$ cat src/rtl/tamagotchi_fsm.sv
// Virtual-pet core: button debounce, wellness levels with time decay,
// NORMAL/SLEEP/DEAD state machine, LED/7-segment drive and time-base clock.
module tamagotchi_fsm #(
  parameter int unsigned CLK_FREQ        = 50_000_000,
  parameter int unsigned DEBOUNCE_CYCLES = 500_000,
  parameter int unsigned DECAY_SECONDS   = 30,
  parameter int unsigned TEST_SPEEDUP    = 10
) (
  input  logic       clk,
  input  logic       reset,
  input  logic       btn_salud,
  input  logic       btn_energia,
  input  logic       btn_hambre,
  input  logic       btn_diversion,
  input  logic       btn_reset,
  input  logic       btn_test,
  input  logic       ledsign,
  output logic [3:0] display_out,
  output logic [6:0] seg_display,
  output logic       clk_out
);

  localparam int unsigned NBTN          = 6;
  localparam int unsigned DB_W          = $clog2(DEBOUNCE_CYCLES + 1);
  localparam int unsigned HALF_NORM     = CLK_FREQ / 2;
  localparam int unsigned HALF_TEST_RAW = CLK_FREQ / (2 * TEST_SPEEDUP);
  localparam int unsigned HALF_TEST     = (HALF_TEST_RAW == 0) ? 1 : HALF_TEST_RAW;
  localparam int unsigned DIV_W         = $clog2(HALF_NORM + 1);
  localparam int unsigned DC_W          = $clog2(DECAY_SECONDS + 1);

  typedef enum logic [1:0] {ST_NORMAL, ST_SLEEP, ST_DEAD} state_e;

  // Button bit order: salud, energia, hambre, diversion, reset, test.
  logic [NBTN-1:0] btn_raw_c;
  assign btn_raw_c = {btn_test, btn_reset, btn_diversion, btn_hambre, btn_energia, btn_salud};

  logic [NBTN-1:0] sync1_q, sync1_d, sync2_q, sync2_d, db_q, db_d, evt_q, evt_d;
  logic [DB_W-1:0] dbc_q [NBTN];
  logic [DB_W-1:0] dbc_d [NBTN];
  logic            ls1_q, ls1_d, ls2_q, ls2_d;

  logic [DIV_W-1:0] div_q, div_d, half_c;
  logic             clk_out_q, clk_out_d, tick_c;
  logic [DC_W-1:0]  dcnt_q, dcnt_d;
  logic             decay_q, decay_d, test_q, test_d;
  logic             soft_rst_c, test_evt_c;

  state_e     state_q, state_d;
  logic [3:0] sel_q, sel_d, pick_c, inc_c, dec_c, disp_q, disp_d;
  logic [2:0] lvl_q [4];
  logic [2:0] lvl_d [4];
  logic [2:0] sel_lvl_c;
  logic [6:0] seg_q, seg_d;

  assign soft_rst_c  = evt_q[4];
  assign test_evt_c  = evt_q[5];
  assign display_out = disp_q;
  assign seg_display = seg_q;
  assign clk_out     = clk_out_q;

  function automatic logic [6:0] seg_of(input logic [2:0] v);
    case (v)
      3'd0:    seg_of = 7'b1000000;
      3'd1:    seg_of = 7'b1111001;
      3'd2:    seg_of = 7'b0100100;
      3'd3:    seg_of = 7'b0110000;
      3'd4:    seg_of = 7'b0011001;
      3'd5:    seg_of = 7'b0010010;
      default: seg_of = 7'b1111111;
    endcase
  endfunction

  // Synchronize buttons and ledsign; a button level flips after DEBOUNCE_CYCLES differing samples.
  always_comb begin
    sync1_d = btn_raw_c;
    sync2_d = sync1_q;
    ls1_d   = ledsign;
    ls2_d   = ls1_q;
    db_d    = db_q;
    evt_d   = '0;
    for (int i = 0; i < NBTN; i++) begin
      dbc_d[i] = '0;
      if (sync2_q[i] != db_q[i]) begin
        if (dbc_q[i] == DB_W'(DEBOUNCE_CYCLES - 1)) begin
          db_d[i]  = sync2_q[i];
          evt_d[i] = sync2_q[i];
        end else begin
          dbc_d[i] = dbc_q[i] + DB_W'(1);
        end
      end
    end
  end

  // Debounce registers; levels start high so a button held through reset must be re-pressed.
  always_ff @(posedge clk or negedge reset) begin
    if (!reset) begin
      sync1_q <= '0;
      sync2_q <= '0;
      db_q    <= '1;
      evt_q   <= '0;
      ls1_q   <= 1'b0;
      ls2_q   <= 1'b0;
      for (int i = 0; i < NBTN; i++) dbc_q[i] <= '0;
    end else begin
      sync1_q <= sync1_d;
      sync2_q <= sync2_d;
      db_q    <= db_d;
      evt_q   <= evt_d;
      ls1_q   <= ls1_d;
      ls2_q   <= ls2_d;
      for (int i = 0; i < NBTN; i++) dbc_q[i] <= dbc_d[i];
    end
  end

  // Time-base divider, test-mode toggle and decay-step counter.
  always_comb begin
    half_c    = test_q ? DIV_W'(HALF_TEST - 1) : DIV_W'(HALF_NORM - 1);
    div_d     = div_q + DIV_W'(1);
    clk_out_d = clk_out_q;
    tick_c    = 1'b0;
    dcnt_d    = dcnt_q;
    decay_d   = 1'b0;
    test_d    = test_q;
    if (div_q >= half_c) begin
      div_d     = '0;
      clk_out_d = ~clk_out_q;
      tick_c    = ~clk_out_q;
    end
    if (soft_rst_c) begin
      dcnt_d = '0;
    end else if (test_evt_c) begin
      test_d = ~test_q;
      dcnt_d = '0;
    end else if (tick_c) begin
      if (dcnt_q == DC_W'(DECAY_SECONDS - 1)) begin
        dcnt_d  = '0;
        decay_d = 1'b1;
      end else begin
        dcnt_d = dcnt_q + DC_W'(1);
      end
    end
  end

  // Pet state, levels and selection; outputs are derived from next-state values.
  always_comb begin
    state_d   = state_q;
    sel_d     = sel_q;
    lvl_d     = lvl_q;
    pick_c    = '0;
    inc_c     = '0;
    dec_c     = '0;
    sel_lvl_c = '0;
    disp_d    = '0;
    seg_d     = 7'b1111111;
    if      (evt_q[0]) pick_c = 4'b0001;
    else if (evt_q[1]) pick_c = 4'b0010;
    else if (evt_q[2]) pick_c = 4'b0100;
    else if (evt_q[3]) pick_c = 4'b1000;
    if (soft_rst_c) begin
      state_d = ST_NORMAL;
      sel_d   = '0;
      for (int i = 0; i < 4; i++) lvl_d[i] = 3'd3;
    end else if (state_q != ST_DEAD) begin
      if (state_q == ST_NORMAL) begin
        if (pick_c != '0) begin
          if (sel_q == pick_c) inc_c = pick_c;
          else                 sel_d = pick_c;
        end
        if (decay_q) dec_c = 4'b1111;
      end else if (decay_q) begin
        inc_c = 4'b0010;
      end
      for (int i = 0; i < 4; i++) begin
        if (inc_c[i] && !dec_c[i] && lvl_q[i] < 3'd5) lvl_d[i] = lvl_q[i] + 3'd1;
        if (dec_c[i] && !inc_c[i] && lvl_q[i] > 3'd0) lvl_d[i] = lvl_q[i] - 3'd1;
      end
      if (lvl_d[0] == 3'd0)                   state_d = ST_DEAD;
      else if (state_q == ST_NORMAL && ls2_q) state_d = ST_SLEEP;
      else if (state_q == ST_SLEEP && !ls2_q) state_d = ST_NORMAL;
    end
    for (int i = 0; i < 4; i++) begin
      if (sel_d[i]) sel_lvl_c = lvl_d[i];
    end
    if (state_d == ST_DEAD) begin
      disp_d = 4'b1111;
      seg_d  = 7'b0111111;
    end else if (sel_d != '0) begin
      disp_d = sel_d;
      seg_d  = seg_of(sel_lvl_c);
    end
  end

  // Main and time-base state registers.
  always_ff @(posedge clk or negedge reset) begin
    if (!reset) begin
      state_q   <= ST_NORMAL;
      sel_q     <= '0;
      for (int i = 0; i < 4; i++) lvl_q[i] <= 3'd3;
      disp_q    <= '0;
      seg_q     <= 7'b1111111;
      div_q     <= '0;
      clk_out_q <= 1'b0;
      dcnt_q    <= '0;
      decay_q   <= 1'b0;
      test_q    <= 1'b0;
    end else begin
      state_q   <= state_d;
      sel_q     <= sel_d;
      lvl_q     <= lvl_d;
      disp_q    <= disp_d;
      seg_q     <= seg_d;
      div_q     <= div_d;
      clk_out_q <= clk_out_d;
      dcnt_q    <= dcnt_d;
      decay_q   <= decay_d;
      test_q    <= test_d;
    end
  end

endmodule

$ cat config.mk
export PLATFORM = sky130hd
export DESIGN_NAME = tamagotchi_fsm
export DESIGN_NICKNAME = d
export VERILOG_FILES = /design/src/rtl/tamagotchi_fsm.sv
export SDC_FILE = /design/constraint.sdc
export NUM_CORES = 1
export LEC_CHECK = 0
export BUFFER_PORTS_ARGS = -buffer_cell sky130_fd_sc_hd__buf_2
export CAP_MARGIN = 20
export CORE_UTILIZATION = 57
export DETAILED_ROUTE_END_ITERATION = 7
export PLACE_DENSITY = 0.78
export SLEW_MARGIN = 20
export SYNTH_ARGS = -nofsm -noshare
export SYNTH_HDL_FRONTEND = slang
export SYNTH_SLANG_ARGS = --single-unit
$ cat constraint.sdc
create_clock -name clk -period 2.68 [get_ports clk]
set_input_delay 0.402 -clock clk [delete_from_list [all_inputs] [get_ports clk]]
set_output_delay 0.402 -clock clk [all_outputs]
set_load 0.005 [all_outputs]
==> results.md <==
* Remaining routing DRC violations at 0
* Worst Setup End Kind: register
* Effective utilization at floorplan at 0.587
* Initial DRC Count at about 490
* Worst EP arrival at about 3100 ps
* Outcome: finished, final reports clean
* Final setup fails at 0
* Syn_area_per_cell at between 9 and 10 µm²
* Summed instance area of the synthesized netlist at 10200 µm²
* Wire length per cell after detailed routing at 15.2 µm
* Least setup slack across all paths after layout at between 10 and 15 ps
* GR Util All Layers at 0.219
* Synth cell types at 76
* Power Dens Cells at 525 nW/µm²
* Worst relative slew slack at 0.546
* Vertical extent of the die at 136 µm
* TritonCTS clock tree: done
* Number of enable flip-flop cells after synthesis at 0
* Clk root buf: sky130_fd_sc_hd__clkbuf_16
* Clk_lat worst skew at 510 ps
* Main synth FF type: sky130_fd_sc_hd__dfrtp_1
* Signed area change from the synthesized netlist to the final layout at 16.2%
* Placement-stage cell area at 10800 µm²
* Post-route ant nets at 0
* Path class of the lowest-slack min-delay path: input pin to register
* Filler instances at between 1000 and 1500
* Worst IR drop on VDD at 0.000537 V
* Wire length of the first global-routing pass at 33100 µm
* Pin count of the biggest net entering global routing at 69
* HPWL reported at the end of detailed placement at 13100 µm
* Area taken by flip-flops and latches at approximately 5100 µm²
* Fraction of post-synthesis cell area in the top cell type by area at 0.443
* Initial antenna violation count at 0
* Diodes inserted at 0
* Total via count after detailed routing at roughly 7600
* Post-Route Skew at 8.48 ps
* Actual transition at the worst max-transition pin at 676 ps
* Kind of start point of the critical path: register
* Number of detailed-route iterations in the first pass at 5
* Ratio of cells with drive above 1 in the final layout at 0.169
* Total Wirelength at 20400 µm
* CP required at 3130 ps
* Area of the multi-input gates at 5110 µm²
* H-tree levels at 1
* Most repeated cell in the gate-level netlist after synthesis: sky130_fd_sc_hd__nor2_1
* Design area at 11900 µm²
* PnR Total Power at around 6.2 mW
* Most frequent cells after synthesis: sky130_fd_sc_hd__nor2_1 (183), sky130_fd_sc_hd__dfrtp_1 (181), sky130_fd_sc_hd__xor2_1 (79)
* Final number of max-transition violations at 0
* Final layout net count at 1146
* Number of synthesized register bits at ~200
* Cells taking the most area after synthesis: sky130_fd_sc_hd__dfrtp_1 (44%), sky130_fd_sc_hd__xor2_1 (6.8%), sky130_fd_sc_hd__nor2_1 (6.7%), sky130_fd_sc_hd__dfstp_2 (5.1%), sky130_fd_sc_hd__xnor2_1 (4.3%)
* Synthesis Warnings at 0
* Cell type with the highest aggregate area in the netlist: sky130_fd_sc_hd__dfrtp_1
* Leakage power total at ~5.3 nW
* Highest clock rate at around 0.37 GHz
* Number of CTS-inserted buffers at 22
* Total global routing overflow at 0
* Die area at 18500 µm²
* Type of the setup path with the least slack: register to register
* Top fanout value on the critical path at 13
* Clk pin slew, worst setup/hold paths at 60 ps
* Core outline area at 17400 µm²
* Maximum clock insertion buffer count at 3
* Count of final hold-check violations at 0
* Vias in the first global route at 7107
* Share of synthesized flip-flops with an asynchronous set or reset at 1.00
* Syn nets at 1076
* Count of buffers inserted at the top-level ports at 20
* Final period util at 0.996
* Max Cap Violations at 0
* Pre-CTS setup slack at -52.9 ps
* Horizontal extent of the die at 136 µm
* Gate Count Post-Synth at 1033
* Mean number of vias per cell at 5.63
* Top Ports at 21
* Fin crit period at roughly 2700 ps
* Final Wtd Congestion at 0.927
* Standard-cell rows at 48
* Sink count of the clock tree at approximately 200
* Share of synthesized area occupied by flip-flops and latches at 0.494
-- area by class of cell --
cell class | instances | area share
Clock buffer | 28 | 0.0534
Sequential cell | 201 | 0.426
Multi-Input combinational cell | 770 | 0.430
Timing Repair Buffer | 71 | 0.0475
Tap cell | 225 | 0.0237
Inverter | 37 | 0.0117
Clock inverter | 12 | 0.00716
-- critical path, stage by stage, from the launching register on --
cell and delay, ps:
sky130_fd_sc_hd__dfrtp_2 460, sky130_fd_sc_hd__and4bb_2 280, sky130_fd_sc_hd__a221oi_2 310, sky130_fd_sc_hd__buf_6 230
sky130_fd_sc_hd__nor4_1 100, sky130_fd_sc_hd__o311ai_2 360, sky130_fd_sc_hd__a21oi_1 180, sky130_fd_sc_hd__a211oi_4 390
sky130_fd_sc_hd__xor2_1 160, sky130_fd_sc_hd__and2_1 130
-- metrics by stage --
| stage | utilization | TNS [ps] | cells | hold WS [ps] |
|---|---|---|---|---|
| floorplan | - | 0 | 1033 | 106 |
| global route | 0.682 | -159 | 1344 | 7.55 |
| finish | 0.682 | 0 | 1344 | 23.6 |
| detailed placement | 0.620 | -135 | 1290 | 336 |
| CTS | 0.666 | 0 | 1337 | 6.48 |
| global placement | 0.620 | -7.65 | 1290 | 333 |
-- logic make-up after synthesis --
family / Yosys count / share of synthesized area
adders and majority gates: 34 / 0.0416
xor gates and xnor gates: 130 / 0.112
buffers and inverters: 63 / 0.0253
DFF: 201 / 0.494
AOI/OAI and AO/OA: 107 / 0.0764
muxes: 9 / 0.00955
and+or+nand+nor: 489 / 0.241
-- cells in the final DEF (no fill, tap or decap), types with 5 or more instances in the layout --
cell | Yosys | layout
sky130_fd_sc_hd__dfrtp_1 | 181 | 175
sky130_fd_sc_hd__o21a_1 | 5 | 5
sky130_fd_sc_hd__and2_1 | 7 | 7
sky130_fd_sc_hd__and4_1 | 6 | 6
sky130_fd_sc_hd__dlygate4sd3_1 | 0 | 6
sky130_fd_sc_hd__or2_2 | 8 | 8
sky130_fd_sc_hd__buf_4 | 1 | 39
sky130_fd_sc_hd__nor2b_1 | 7 | 6
sky130_fd_sc_hd__dfrtp_2 | 0 | 6
sky130_fd_sc_hd__and3_1 | 28 | 28
sky130_fd_sc_hd__ha_1 | 34 | 34
sky130_fd_sc_hd__buf_2 | 3 | 19
sky130_fd_sc_hd__nor3_1 | 20 | 18
sky130_fd_sc_hd__or3_1 | 12 | 11
sky130_fd_sc_hd__nor4_1 | 14 | 14
sky130_fd_sc_hd__nor2_1 | 183 | 182
sky130_fd_sc_hd__nor3b_1 | 5 | 5
sky130_fd_sc_hd__clkbuf_8 | 0 | 5
sky130_fd_sc_hd__clkinv_2 | 0 | 11
sky130_fd_sc_hd__nand3_1 | 64 | 64
sky130_fd_sc_hd__a21oi_1 | 20 | 18
sky130_fd_sc_hd__xor2_1 | 79 | 79
sky130_fd_sc_hd__clkbuf_16 | 0 | 23
sky130_fd_sc_hd__a21o_1 | 6 | 6
sky130_fd_sc_hd__nand4_1 | 24 | 24
sky130_fd_sc_hd__xnor2_1 | 50 | 48
sky130_fd_sc_hd__inv_1 | 37 | 37
sky130_fd_sc_hd__nand2_1 | 74 | 74
sky130_fd_sc_hd__o21ai_0 | 31 | 27
sky130_fd_sc_hd__mux2_2 | 6 | 6
sky130_fd_sc_hd__dfstp_2 | 20 | 20
-- path summary, 6_finish.rpt --
| path | from | endpoint | slack, ps | cells after the start |
|---|---|---|---|---|
| min | btn_diversion | sync1_q[3]$_DFF_PN0_ | 20 | 1 |
| max | evt_q[1]$_DFF_PN0_ | seg_display[6]$_DFF_PN1_ | 10 | 9 |
| max reg2reg | evt_q[1]$_DFF_PN0_ | seg_display[6]$_DFF_PN1_ | 10 | 9 |
| min reg2reg | sync1_q[5]$_DFF_PN0_ | sync2_q[5]$_DFF_PN0_ | 350 | 0 |
| max in group asynchronous | reset | db_q[4]$_DFFE_PN1P_ | 1470 | 3 |
| min in group asynchronous | reset | div_q[12]$_DFF_PN0_ | 420 | 2 |
-- sequential cells by signal (all words and copies together), names as in the netlist, 2 cells and up --
register / cells
sync2_q: 6
dbc_q: 114
lvl_q: 12
state_q: 2
evt_q: 6
display_out: 4
sync1_q: 6
dcnt_q: 5
sel_q: 4
seg_display: 6
div_q: 25
db_q: 6
-- layer usage --
metal	track usage	routed length, µm
met2	0.363	9590
met1	0.303	9310
met4	0.0580	622
met3	0.0317	882
met5	0	0
-- power breakdown --
part / internal (mW) / switching, mW / total, mW
combinational: 0.0443 / 0.105 / 0.150
sequential: 3.07 / 0.0282 / 3.10
clock: 1.76 / 1.22 / 2.98
-- what timing repair did --
action	4_1_cts	5_1_grt
setup buffers	1	7
pin swaps	1	17
cloned	0	1
hold buffers	6	0
endpoints found under the hold margin	57	0
gates resized for setup	3	38
endpoints found under the setup margin	4	9
Note: power is estimated with default switching activity, not from simulation.
